## src/rtl/mult_operand_feeder.sv

```systemverilog
`timescale 1ns/1ps
// mult_operand_feeder: FIFO-buffered operand issuer for the 4-bit sequential multiplier.
// Define MULT_FEEDER_STATS_EN to add the issued_cnt operation counter output.
module mult_operand_feeder #(
  parameter int unsigned WIDTH          = 4,
  parameter int unsigned DEPTH          = 4,
  parameter int unsigned TIMEOUT_CYCLES = 16
) (
  input  logic                   clk_in,
  input  logic                   rst_in,
  input  logic                   in_valid,
  input  logic [WIDTH-1:0]       in_x,
  input  logic [WIDTH-1:0]       in_y,
  output logic                   in_ready,
  output logic [WIDTH-1:0]       mul_x,
  output logic [WIDTH-1:0]       mul_y,
  output logic                   mul_start,
  input  logic                   mul_ready,
  output logic                   busy,
  output logic [$clog2(DEPTH):0] level,
  output logic                   timeout_err
`ifdef MULT_FEEDER_STATS_EN
  ,
  output logic [15:0]            issued_cnt
`endif
);

  localparam int unsigned PtrW = $clog2(DEPTH);
  localparam int unsigned LvlW = PtrW + 1;
  // Watchdog counts 0..TIMEOUT_CYCLES-1 while waiting.
  localparam int unsigned CntW = (TIMEOUT_CYCLES > 1) ? $clog2(TIMEOUT_CYCLES) : 1;

  typedef enum logic [1:0] {StIdle, StIssue, StWait} state_e;

  state_e                 state_q, state_d;
  logic [LvlW-1:0]        level_q, level_d;
  logic [PtrW-1:0]        wr_ptr_q, rd_ptr_q;
  logic [CntW-1:0]        wdog_q, wdog_d;
  logic                   err_q, err_d;
  logic [WIDTH-1:0]       mul_x_q, mul_y_q;
  logic [2*WIDTH-1:0]     mem_q [DEPTH];
  logic                   push, pop;

  // Full blocks a push even when a pop frees a slot in the same cycle.
  assign in_ready = (level_q != LvlW'(DEPTH));
  assign push     = in_valid && in_ready;
  assign pop      = (state_q == StIdle) && (level_q != '0);

  always_comb begin
    level_d = level_q;
    unique case ({push, pop})
      2'b10:   level_d = level_q + LvlW'(1);
      2'b01:   level_d = level_q - LvlW'(1);
      default: level_d = level_q;
    endcase
  end

  always_comb begin
    state_d = state_q;
    wdog_d  = wdog_q;
    err_d   = err_q;
    unique case (state_q)
      StIdle: begin
        if (pop) state_d = StIssue;
      end
      StIssue: begin
        state_d = StWait;
        wdog_d  = '0;
      end
      StWait: begin
        if (mul_ready) begin
          state_d = StIdle;
        end else if (TIMEOUT_CYCLES != 0) begin
          if (wdog_q == CntW'(TIMEOUT_CYCLES - 1)) begin
            state_d = StIdle;
            err_d   = 1'b1;
          end else begin
            wdog_d = wdog_q + CntW'(1);
          end
        end
      end
      default: state_d = StIdle;
    endcase
  end

  always_ff @(posedge clk_in) begin
    if (!rst_in) begin
      state_q  <= StIdle;
      level_q  <= '0;
      wr_ptr_q <= '0;
      rd_ptr_q <= '0;
      wdog_q   <= '0;
      err_q    <= 1'b0;
      mul_x_q  <= '0;
      mul_y_q  <= '0;
    end else begin
      state_q <= state_d;
      level_q <= level_d;
      wdog_q  <= wdog_d;
      err_q   <= err_d;
      if (push) wr_ptr_q <= wr_ptr_q + PtrW'(1);
      if (pop) begin
        rd_ptr_q <= rd_ptr_q + PtrW'(1);
        mul_x_q  <= mem_q[rd_ptr_q][2*WIDTH-1:WIDTH];
        mul_y_q  <= mem_q[rd_ptr_q][WIDTH-1:0];
      end
    end
  end

  // Storage needs no reset; only entries below level are ever read.
  always_ff @(posedge clk_in) begin
    if (push) mem_q[wr_ptr_q] <= {in_x, in_y};
  end

  assign mul_x       = mul_x_q;
  assign mul_y       = mul_y_q;
  assign mul_start   = (state_q == StIssue);
  assign busy        = (state_q != StIdle);
  assign level       = level_q;
  assign timeout_err = err_q;

`ifdef MULT_FEEDER_STATS_EN
  logic [15:0] issued_q;

  always_ff @(posedge clk_in) begin
    if (!rst_in) begin
      issued_q <= '0;
    end else if (mul_start) begin
      issued_q <= issued_q + 16'd1;
    end
  end

  assign issued_cnt = issued_q;
`endif

  level_bound_a : assert property (@(posedge clk_in) disable iff (!rst_in)
    level_q <= LvlW'(DEPTH));
  start_pulse_a : assert property (@(posedge clk_in) disable iff (!rst_in)
    mul_start |=> !mul_start);

endmodule

```

## config.mk

```make
export PLATFORM = sky130hd
export DESIGN_NAME = mult_operand_feeder
export DESIGN_NICKNAME = d
export VERILOG_FILES = /design/src/rtl/mult_operand_feeder.sv
export SDC_FILE = /design/constraint.sdc
export NUM_CORES = 1
export LEC_CHECK = 0
export BUFFER_PORTS_ARGS = -buffer_cell sky130_fd_sc_hd__buf_4
export CAP_MARGIN = 25
export CORE_ASPECT_RATIO = 1.4
export CORE_MARGIN = 2
export CORE_UTILIZATION = 51
export DETAILED_ROUTE_END_ITERATION = 16
export GPL_ROUTABILITY_DRIVEN = 0
export HOLD_SLACK_MARGIN = 0.03
export PLACE_DENSITY = 0.74
export SYNTH_ARGS = -nofsm -noshare
export SYNTH_HDL_FRONTEND = slang
export SYNTH_SLANG_ARGS = --single-unit
```

## constraint.sdc

```tcl
create_clock -name clk_in -period 2.1 [get_ports clk_in]
set_input_delay 0.21 -clock clk_in [delete_from_list [all_inputs] [get_ports clk_in]]
set_output_delay 0.21 -clock clk_in [all_outputs]
set_load 0.03 [all_outputs]
```

==> report_table.html <==
<table>
<tr><th>Metric</th><th>Value</th></tr>
<tr><th colspan="2">Outcome</th></tr>
<tr><td>Status</td><td>finished clean</td></tr>
<tr><th colspan="2">Global routing</th></tr>
<tr><td>Pin count of the biggest net entering global routing</td><td>20</td></tr>
<tr><td>Via count of the first global-routing pass</td><td>1390</td></tr>
<tr><td>Total track usage</td><td>0.177</td></tr>
<tr><td>GRT overflow</td><td>0</td></tr>
<tr><td>Global-route wire length before repair</td><td>6510 µm</td></tr>
<tr><td>Antenna violations before repair</td><td>0</td></tr>
<tr><th colspan="2">Power</th></tr>
<tr><td>Part of the power in combinational logic</td><td>0.431</td></tr>
<tr><td>Leak pwr</td><td>0.998 nW</td></tr>
<tr><td>Part of the total power dissipated in sequential elements</td><td>0.404</td></tr>
<tr><td>Int Pwr</td><td>2.29 mW</td></tr>
<tr><td>Cell area power density</td><td>1330 mW/mm²</td></tr>
<tr><td>Power share of the clock group</td><td>0.165</td></tr>
<tr><td>Switching Power</td><td>around 1.3 mW</td></tr>
<tr><td>Switching Share</td><td>0.366</td></tr>
<tr><td>Peak supply drop</td><td>about 0.00076 V</td></tr>
<tr><th colspan="2">Cells and area</th></tr>
<tr><td>Final Instance Count excl. Fillers</td><td>about 260</td></tr>
<tr><td>Layout filler cell count</td><td>318</td></tr>
<tr><td>Final standard cell utilization of the core</td><td>0.640</td></tr>
<tr><td>Fraction of final layout cells sized beyond drive strength 1</td><td>0.357</td></tr>
<tr><td>Syn-to-layout area delta</td><td>19.9%</td></tr>
<tr><td>Total Nets Final</td><td>218</td></tr>
<tr><td>ANT cells</td><td>0</td></tr>
<tr><th colspan="2">Synthesis</th></tr>
<tr><td>Share of synthesized flip-flops with an asynchronous set or reset</td><td>0</td></tr>
<tr><td>Post-Synthesis Cells</td><td>162</td></tr>
<tr><td>Number of synthesis warnings</td><td>0</td></tr>
<tr><td>Distinct cell type count of the synthesized netlist</td><td>39</td></tr>
<tr><td>Syn nets</td><td>185</td></tr>
<tr><td>Synth top area share</td><td>0.424</td></tr>
<tr><td>Synthesized area per cell</td><td>14.0 µm²</td></tr>
<tr><td>Post-synthesis instance area</td><td>0.00226 mm²</td></tr>
<tr><td>Share of synthesized area occupied by flip-flops and latches</td><td>0.619</td></tr>
<tr><td>Cell types with the largest area share after synthesis</td><td>sky130_fd_sc_hd__edfxtp_1 42%, sky130_fd_sc_hd__dfxtp_1 19%, sky130_fd_sc_hd__mux4_2 8.0%, sky130_fd_sc_hd__ha_1 5.5%, sky130_fd_sc_hd__o2bb2ai_1 3.1%</td></tr>
<tr><td>Number of synthesized flops with an enable pin</td><td>32</td></tr>
<tr><td>Most common library cells after synthesis</td><td>32 x sky130_fd_sc_hd__edfxtp_1, 22 x sky130_fd_sc_hd__dfxtp_1, 16 x sky130_fd_sc_hd__nand2_1</td></tr>
<tr><td>Most common cell in the netlist</td><td>sky130_fd_sc_hd__edfxtp_1</td></tr>
<tr><td>Commonest register cell after synthesis</td><td>sky130_fd_sc_hd__edfxtp_1</td></tr>
<tr><td>Register bit count reported by yosys</td><td>54</td></tr>
<tr><td>Cell type with the largest total area after synthesis</td><td>sky130_fd_sc_hd__edfxtp_1</td></tr>
<tr><th colspan="2">STA</th></tr>
<tr><td>Worst clock skew</td><td>0.0116 ns</td></tr>
<tr><td>Final number of setup-violating endpoints</td><td>0</td></tr>
<tr><td>Final max-slew violation count</td><td>0</td></tr>
<tr><td>Final Hold Fails</td><td>0</td></tr>
<tr><td>Upper clock frequency limit</td><td>0.491 GHz</td></tr>
<tr><td>Max transition margin</td><td>0.602</td></tr>
<tr><td>Final clock period utilization by the worst path</td><td>0.969</td></tr>
<tr><td>Transition time of the tightest slew-check pin</td><td>0.595 ns</td></tr>
<tr><td>Sum of negative setup slack</td><td>0 ns</td></tr>
<tr><td>Worst setup slack after layout</td><td>0.0648 ns</td></tr>
<tr><td>Min cycle time layout</td><td>2.04 ns</td></tr>
<tr><td>Setup repair after global routing missed its margin</td><td>true</td></tr>
<tr><td>Hold Worst Slack</td><td>0.0910 ns</td></tr>
<tr><th colspan="2">Routing</th></tr>
<tr><td>Via count</td><td>~1400</td></tr>
<tr><td>Iteration-0 DRC Markers</td><td>84</td></tr>
<tr><td>Pre-antenna DRT Iters</td><td>4</td></tr>
<tr><td>Number of nets with antenna violations after routing</td><td>0</td></tr>
<tr><td>Number of remaining DRC errors</td><td>0</td></tr>
<tr><td>Total routed wirelength</td><td>roughly 4100 µm</td></tr>
<tr><td>Routed len/inst</td><td>16.0 µm</td></tr>
<tr><td>Average via count per standard cell</td><td>5.42</td></tr>
<tr><th colspan="2">Job</th></tr>
<tr><td>Number of maximum-capacitance violations</td><td>0</td></tr>
<tr><th colspan="2">Worst hold path</th></tr>
<tr><td>Hold Crit Class</td><td>in -&gt; reg</td></tr>
<tr><th colspan="2">Floorplan</th></tr>
<tr><td>Starting Density</td><td>0.534</td></tr>
<tr><td>IO Count</td><td>27</td></tr>
<tr><td>Die Width</td><td>about 60 µm</td></tr>
<tr><td>Die height</td><td>82.8 µm</td></tr>
<tr><td>Number of rows created at floorplan</td><td>28</td></tr>
<tr><td>Placeable core area</td><td>roughly 0.0042 mm²</td></tr>
<tr><td>Overall die area</td><td>roughly 0.005 mm²</td></tr>
<tr><th colspan="2">Critical path</th></tr>
<tr><td>Nature of the critical path endpoint</td><td>flop</td></tr>
<tr><td>Maximum fanout count along the critical path</td><td>2</td></tr>
<tr><td>CP required</td><td>between 2 and 2.5 ns</td></tr>
<tr><td>Top Family by Delay on Critical Path</td><td>simple AND/OR/NAND/NOR gates</td></tr>
<tr><td>Critical path data arrival time</td><td>2.27 ns</td></tr>
<tr><td>Worst path buffer plus inverter count</td><td>1</td></tr>
<tr><td>Crit start category</td><td>flop</td></tr>
<tr><td>Largest stage delay on the critical path</td><td>0.39 ns</td></tr>
<tr><td>Worst R2R Setup Slack</td><td>0.06 ns</td></tr>
<tr><td>Slowest cell on the critical path</td><td>sky130_fd_sc_hd__or3b_4</td></tr>
<tr><td>Worst-path cell chain</td><td>or3b_4 &gt; nand2_4 &gt; ha_4 &gt; inv_2 &gt; fa_2 &gt; xor2_2 &gt; or3_4 &gt; a21oi_2</td></tr>
<tr><td>Critical path class</td><td>reg -&gt; reg</td></tr>
<tr><th colspan="2">Clock tree</th></tr>
<tr><td>CTS clk-pin slew, worst paths</td><td>about 0.1 ns</td></tr>
<tr><td>H-tree depth</td><td>2</td></tr>
<tr><td>Number of buffers on the longest clock path</td><td>2</td></tr>
<tr><td>Clock tree from TritonCTS</td><td>built</td></tr>
<tr><td>Total clock sinks</td><td>54</td></tr>
<tr><td>Clock tree root buffer cell</td><td>sky130_fd_sc_hd__clkbuf_8</td></tr>
<tr><td>Worst-skew pair later-pin latency</td><td>0.31 ns</td></tr>
<tr><td>Cts bufs inserted</td><td>5</td></tr>
<tr><th colspan="2">Place</th></tr>
<tr><td>Number of I/O port buffers</td><td>26</td></tr>
<tr><td>Total half-perimeter wirelength after legalization and detailed placement</td><td>3000 µm</td></tr>
<tr><td>Cell count after placement</td><td>247</td></tr>
<tr><td>Worst slack at placement</td><td>0.0195 ns</td></tr>
</table>
[final timing paths]
path	from	end	depth (start not counted)
setup / recovery	level[2]	level[2]	8
hold / removal	in_y[3]	mem_q[0][3]	1
setup reg to reg	level[2]	level[2]	8
hold reg to reg	mul_x[0]	mul_x[0]	2
[power groups by stage]
stage,clock [mW],combinational [mW],sequential (mW)
finish,0.597,1.56,1.46
global route,0.657,1.67,1.49
CTS,0.610,1.48,1.46
detailed placement,0,1.47,1.49
global placement,0,1.41,1.47
floorplan,0,0.855,1.63
[placed cells by master (no fill, tap or decap), types with 2 or more instances in the layout]
cell / n
sky130_fd_sc_hd__buf_4: 33
sky130_fd_sc_hd__edfxtp_1: 32
sky130_fd_sc_hd__dfxtp_1: 19
sky130_fd_sc_hd__nand2_1: 15
sky130_fd_sc_hd__inv_1: 8
sky130_fd_sc_hd__mux4_2: 8
sky130_fd_sc_hd__o2bb2ai_1: 8
sky130_fd_sc_hd__ha_1: 8
sky130_fd_sc_hd__nor2_1: 6
sky130_fd_sc_hd__clkbuf_8: 5
sky130_fd_sc_hd__and3_2: 4
sky130_fd_sc_hd__nand3_1: 4
sky130_fd_sc_hd__a21oi_1: 3
sky130_fd_sc_hd__inv_2: 2
sky130_fd_sc_hd__nor2b_1: 2
sky130_fd_sc_hd__mux2i_1: 2
sky130_fd_sc_hd__xor2_1: 2
sky130_fd_sc_hd__a21o_1: 2
sky130_fd_sc_hd__a31oi_1: 2
sky130_fd_sc_hd__a211oi_1: 2
sky130_fd_sc_hd__a21oi_2: 2
sky130_fd_sc_hd__ha_4: 2
sky130_fd_sc_hd__inv_6: 2
sky130_fd_sc_hd__dfxtp_4: 2
[sequential cells by signal, summed over array words and instances, names as in the netlist]
register,count
mem_q,32
mul_x,4
mul_y,4
wdog_q,4
level,3
rd_ptr_q,2
state_q,2
wr_ptr_q,2
timeout_err,1
[cell families after synthesis]
| group | share of synthesized area |
|---|---|
| muxes | 0.0884 |
| buffers and inverters | 0.0326 |
| DFF | 0.619 |
| and+or+nand+nor | 0.0939 |
| adders and majority gates | 0.0641 |
| AOI/OAI and AO/OA | 0.0867 |
| xor gates and xnor gates | 0.0155 |
[area by class of cell]
type / instances / area [µm²] / area share
Clock inverter: 3 / 26.3 / 0.00968
Timing Repair Buffer: 33 / 248 / 0.0912
Multi-Input combinational cell: 91 / 850 / 0.313
Clock buffer: 5 / 68.8 / 0.0253
Tap cell: 60 / 75.1 / 0.0276
Sequential cell: 54 / 1410 / 0.519
Inverter: 10 / 37.5 / 0.0138
[routing by layer]
metal  share of wire  vias up  track usage  routed length [µm]
li1                -      670            -                   -
met1            0.39      678        0.198                1590
met2            0.56       31        0.312                2290
met3           0.039        8       0.0452                 158
met4           0.016        0       0.0606                  67
met5               0        -            0                   0
[timing repair]
action                                  4_1_cts  5_1_grt
hold buffers                                  0        0
buffers inserted                              0        1
endpoints found under the setup margin        1        1
cloned                                        0        0
pin swaps                                     0        7
resized for setup                             1        6
[stage by stage]
step                power (mW)  cell area (µm²)
floorplan                 2.48             2300
global placement          2.88             2580
detailed placement        2.96             2580
CTS                       3.56             2680
global route              3.82             2720
finish                    3.62             2720
Note: power is estimated with default switching activity, not from simulation.
